[src/rtl/fb_port_arbiter.sv]
// fb_port_arbiter: shares one single-port framebuffer RAM between
// display scan-out (absolute priority) and buffered CPU writes.
//
// Ports:
//   clk_pix, rst_pix_n       pixel clock, synchronous active-low reset
//   sx, sy                   beam position from the timing generator
//   cpu_wr_valid/ready       CPU write handshake (addr, data)
//   mem_addr/we/wdata/rdata  single-port synchronous RAM port
//   pix_data, pix_valid      scanned-out pixel, 2 cycles after sx/sy
//   fifo_level               CPU write FIFO occupancy
//   frame_start              registered pulse at sx==0 && sy==0
module fb_port_arbiter #(
    parameter int WIDTH      = 10,
    parameter int H_RES      = 640,
    parameter int V_RES      = 480,
    parameter int ADDR_W     = 19,
    parameter int DATA_W     = 8,
    parameter int FIFO_DEPTH = 4
) (
    input  logic                          clk_pix,
    input  logic                          rst_pix_n,
    input  logic [WIDTH-1:0]              sx,
    input  logic [WIDTH-1:0]              sy,
    input  logic                          cpu_wr_valid,
    input  logic [ADDR_W-1:0]             cpu_wr_addr,
    input  logic [DATA_W-1:0]             cpu_wr_data,
    output logic                          cpu_wr_ready,
    output logic [ADDR_W-1:0]             mem_addr,
    output logic                          mem_we,
    output logic [DATA_W-1:0]             mem_wdata,
    input  logic [DATA_W-1:0]             mem_rdata,
    output logic [DATA_W-1:0]             pix_data,
    output logic                          pix_valid,
    output logic [$clog2(FIFO_DEPTH):0]   fifo_level,
    output logic                          frame_start
);

    localparam int PTR_W = $clog2(FIFO_DEPTH);
    localparam int LVL_W = PTR_W + 1;

    localparam logic [WIDTH-1:0] H_LIM = WIDTH'(H_RES);
    localparam logic [WIDTH-1:0] V_LIM = WIDTH'(V_RES);
    localparam logic [LVL_W-1:0] FULL  = LVL_W'(FIFO_DEPTH);

    typedef struct packed {
        logic [ADDR_W-1:0] addr;
        logic [DATA_W-1:0] data;
    } wr_t;

    wr_t               fifo_mem [FIFO_DEPTH];
    logic [PTR_W-1:0]  wr_ptr;
    logic [PTR_W-1:0]  rd_ptr;
    wr_t               head;

    logic [ADDR_W-1:0] scan_q;
    logic [ADDR_W-1:0] scan_addr;
    logic              disp_rd;
    logic              origin;
    logic              push;
    logic              pop;
    logic [1:0]        vld_pipe;

    assign disp_rd   = (sx < H_LIM) && (sy < V_LIM);
    assign origin    = (sx == '0) && (sy == '0);

    // The origin cycle itself reads address 0, whatever the
    // counter held from the previous frame (or a mid-frame reset).
    assign scan_addr = origin ? '0 : scan_q;

    assign cpu_wr_ready = (fifo_level < FULL);
    assign push         = cpu_wr_valid && cpu_wr_ready;

    // Pop decision uses the registered level, so an entry pushed
    // into an empty FIFO drains no earlier than the next cycle.
    assign pop          = !disp_rd && (fifo_level != '0);
    assign head         = fifo_mem[rd_ptr];

    assign pix_valid = vld_pipe[1];
    assign pix_data  = pix_valid ? mem_rdata : '0;

    // Storage needs no reset: the pointers define what is live.
    always_ff @(posedge clk_pix) begin
        if (push) begin
            fifo_mem[wr_ptr] <= '{addr: cpu_wr_addr,
                                  data: cpu_wr_data};
        end
    end

    always_ff @(posedge clk_pix) begin
        if (!rst_pix_n) begin
            wr_ptr      <= '0;
            rd_ptr      <= '0;
            fifo_level  <= '0;
            scan_q      <= '0;
            mem_addr    <= '0;
            mem_we      <= 1'b0;
            mem_wdata   <= '0;
            vld_pipe    <= '0;
            frame_start <= 1'b0;
        end else begin
            if (disp_rd) begin
                scan_q <= scan_addr + ADDR_W'(1);
            end else begin
                scan_q <= scan_addr;
            end

            unique case (1'b1)
                disp_rd: begin
                    mem_addr <= scan_addr;
                    mem_we   <= 1'b0;
                end
                pop: begin
                    mem_addr  <= head.addr;
                    mem_wdata <= head.data;
                    mem_we    <= 1'b1;
                end
                default: begin
                    mem_we <= 1'b0;
                end
            endcase

            if (push) begin
                wr_ptr <= wr_ptr + PTR_W'(1);
            end
            if (pop) begin
                rd_ptr <= rd_ptr + PTR_W'(1);
            end

            unique case ({push, pop})
                2'b10:   fifo_level <= fifo_level + LVL_W'(1);
                2'b01:   fifo_level <= fifo_level - LVL_W'(1);
                default: fifo_level <= fifo_level;
            endcase

            vld_pipe    <= {vld_pipe[0], disp_rd};
            frame_start <= origin;
        end
    end

endmodule

[config.mk]
export PLATFORM = sky130hd
export DESIGN_NAME = fb_port_arbiter
export DESIGN_NICKNAME = d
export VERILOG_FILES = /design/src/rtl/fb_port_arbiter.sv
export SDC_FILE = /design/constraint.sdc
export NUM_CORES = 1
export LEC_CHECK = 0
export BUFFER_PORTS_ARGS = -buffer_cell sky130_fd_sc_hd__buf_2
export CORE_ASPECT_RATIO = 1.1
export CORE_MARGIN = 3
export CORE_UTILIZATION = 51
export CTS_BUF_LIST = sky130_fd_sc_hd__clkbuf_8 sky130_fd_sc_hd__clkbuf_16
export DETAILED_ROUTE_END_ITERATION = 10
export PLACE_DENSITY = 0.75
export RECOVER_POWER = 100
export SYNTH_ARGS = -nofsm -noshare
export SYNTH_HDL_FRONTEND = slang
export SYNTH_SLANG_ARGS = --single-unit
export TNS_END_PERCENT = 5
[constraint.sdc]
create_clock -name clk_pix -period 2.4 [get_ports clk_pix]
set_clock_uncertainty 0.05 [all_clocks]
set_input_delay 0.12 -clock clk_pix [delete_from_list [all_inputs] [get_ports clk_pix]]
set_output_delay 0.12 -clock clk_pix [all_outputs]
set_load 0.03 [all_outputs]
==> out/qor.yml <==
worst_hold_path:
  min_path_cells: 5
  whs_endpoint: "frame_start$_SDFF_PN0_"
  hold_path_class: "input port to register"
  hold_start: "sy[1]"
synthesis:
  synth_cell_type_count: 36
  synth_flop_cell: "edfxtp_1"
  synth_warnings: 0
  synthTopCellsByArea: "edfxtp_1, dfxtp_1, mux4_2, o21ai_0, mux2_2"
  yosysSeqAreaShare_pct: 66.1
  synth_nets: 537
  synth-edff-count: 108
  synth_area_sq_um: 6700
  netlist_instances: 472
  synth_top_area_share_pct: 48.4
  synth.avg_cell_area_sq_um: 14.2
  ys_ff_latch: 167
  async_flop_share_pct: 0
  yosys.area.top_type: "edfxtp_1"
die:
  start_util_pct: 52.5
  fp.dieW_microns: 115
  rows: 43
  dieArea_sq_um: 14500
  die_height_microns: 126
  coreArea_sq_um: 12800
  ios: 100
clock_tree:
  htreeDepth: 4
  cts.sinks: 167
  cts_setup_buffers: 0
  clkSlewWorstSetupHoldPaths_ps: 70
  cts_made_buffers: 17
  clock_path_buffers: 2
  root_buffer: "clkbuf_16"
  cts_tree: "yes"
  clock_latency_ps: 420
timing:
  max_slew_margin_pct: -6.35
  hold_viol: 0
  finalCritPeriodShare_pct: 91.1
  final.min_clock_period_ps: 2190
  max_freq_mhz: 458
  hold_slack_ps: 125
  setup_viol: 0
  worst_pin_slew_ps: 1600
  finalSetupTns_ps: 0
  final_max_slew_viol_count: 45
  fin_ws_ps: 215
  rsz0062_at_grt: "no"
routing:
  ant_nets: 0
  drc: 0
  vias: 4425
  wl_per_cell_microns: 18.0
  firstDrtPassIters: 5
  viasPerCell: 5.69
  wirelength_microns: 14000
  drtIter0Drc: 379
setup_path:
  required_ps: 2690
  critPathBufInv: 2
  critPathMaxStageDelay_ps: 410
  r2r_end: "fifo_level[2]$_SDFFE_PN0P_"
  startpoint_type: "register"
  r2r_cells: 9
  reg2reg_from: "fifo_level[0]$_SDFFE_PN0P_"
  worstSetupPathType: "register to register"
  arrival_ps: 2470
  cp_top_family: "adder cells"
  path_cells: "or3_1, o21ai_0, inv_1, ha_1, inv_1, fa_1, xor2_1, or3_1, a21boi_0"
  end_kind: "register"
  crit_slowest_cell: "dfxtp_1"
  cp_max_fo: 5
  regToRegSetupSlack_ps: 210
global_route:
  grt_max_degree: 45
  antenna_found_initial: 0
  grt_pass1_wl_microns: 22400
  track_usage_pct: 20.1
  overflow: 0
  grt_pass1_vias: 4412
placed_design:
  dpl_worst_slack_ps: 186
  hpwl_microns: 9000
  port_buffers: 99
  place_congestion: 0.874
power_and_ir_drop:
  power_density_nw_per_um2: 1100
  p_leak_nw: 2.79
  ir_drop_mv: 0.621
job:
  cap_violations: 1
layout:
  nets: 673
  final_util_pct: 64.3
  area_growth_pct: 22.5
  drive_gt1_share_pct: 19.0
  diodes: 0
outcome:
  status: "finished, violations left"
  failed_checks: "max-capacitance violations, max-slew violations"
tightest hold or removal path: stages:
cell     delay, ps
buf_2           80
nor4_1          30
nand2_1        110
nor2_1          60
and2_1         140
stage by stage:
step / total power [mW] / std cells / area (sq um)
3_5_place_dp: 6.34 / 719 / 7430
2_1_floorplan: 5.58 / 472 / 6710
5_1_grt: 9.45 / 778 / 8200
6_report: 9.04 / 778 / 8200
4_1_cts: 9.19 / 778 / 8320
3_3_place_gp: 6.23 / 719 / 7430
worst max-delay path by stage:
stage / start / end / slack [ps] / cells past startpoint
final: fifo_level[0]$_SDFFE_PN0P_ / fifo_level[2]$_SDFFE_PN0P_ / 210 / 9
after global routing: scan_q[1]$_SDFF_PN0_ / scan_q[12]$_SDFF_PN0_ / 50 / 7
after CTS: fifo_level[0]$_SDFFE_PN0P_ / fifo_level[2]$_SDFFE_PN0P_ / 220 / 9
after detailed placement: sy[8] / scan_q[16]$_SDFF_PN0_ / 190 / 9
after global placement: sy[6] / scan_q[12]$_SDFF_PN0_ / 320 / 9
after floorplan: fifo_level[0]$_SDFFE_PN0P_ / fifo_level[2]$_SDFFE_PN0P_ / 6 / 11
cell families after synthesis:
group	Yosys count	share of synthesized area, %
AOI/OAI and AO/OA	101	8.46
buffers and inverters	38	2.24
muxes	47	12.4
and+or+nand+nor	104	8.35
DFF	167	66.1
xor gates and xnor gates	8	1.05
adders and majority gates	7	1.42
sequential cells by signal, summed over array words and instances (netlist names), 2 cells and up, named ones only:
register / cells
fifo_mem: 108
mem_addr: 19
scan_q: 19
mem_wdata: 8
fifo_level: 3
rd_ptr: 2
vld_pipe: 2
wr_ptr: 2
cells in the final DEF (no fill, tap or decap), types with 4 or more instances in the layout:
master	instances
a21boi_0	11
mux2_2	18
nand2_1	31
clkbuf_16	17
nand4_1	7
mux4_2	27
and2_0	5
ha_1	6
and2_1	16
dlygate4sd3_1	27
o21ai_0	47
buf_2	28
nor2_1	6
a21oi_1	31
xnor2_1	4
xor2_1	4
buf_4	7
nor4_1	5
or3_1	10
clkbuf_2	4
o31ai_1	5
inv_6	4
dfxtp_1	57
edfxtp_1	108
nand3_1	8
or4_1	5
inv_1	13
clkbuf_1	75
area by class of cell:
class                           count  area, sq um
Clock inverter                     15          189
Multi-Input combinational cell    267         2120
Clock buffer                       17          425
Timing Repair Buffer              142          785
Sequential cell                   167         4430
Tap cell                          157          196
Inverter                           13         48.8
Fill cell                         945         4550
repair_timing:
item                                   4_1_cts  5_1_grt
resized for setup                            0        0
endpoints found under the hold margin      108        0
hold buffers                                27        0
cells in the mapped netlist (4+ instances only):
| cell type | count |
|---|---|
| xnor2_1 | 4 |
| o21ai_0 | 46 |
| xor2_1 | 4 |
| ha_1 | 6 |
| mux4_2 | 27 |
| or4_1 | 5 |
| o31ai_1 | 5 |
| nand4_1 | 7 |
| nand2_1 | 31 |
| clkbuf_1 | 16 |
| dfxtp_1 | 59 |
| a21boi_0 | 11 |
| inv_1 | 13 |
| and2_1 | 21 |
| mux2_2 | 18 |
| or3_1 | 10 |
| edfxtp_1 | 108 |
| buf_2 | 5 |
| nand3_1 | 8 |
| nor2_1 | 7 |
| nor4_1 | 5 |
| a21oi_1 | 31 |
layer usage:
metal	routed length, microns	GRT usage [%]
met5	0	0
met4	179	7.94
met3	689	3.56
met2	7100	34.1
met1	6070	25.5
where the power goes:
part | internal, mW | switching [mW] | leakage, nW | total [mW]
clock | 1.66 | 1.15 | 0.298 | 2.81
combinational | 1.07 | 1.39 | 1.02 | 2.46
sequential | 3.56 | 0.208 | 1.47 | 3.77
(Power assumes the default switching activity.)
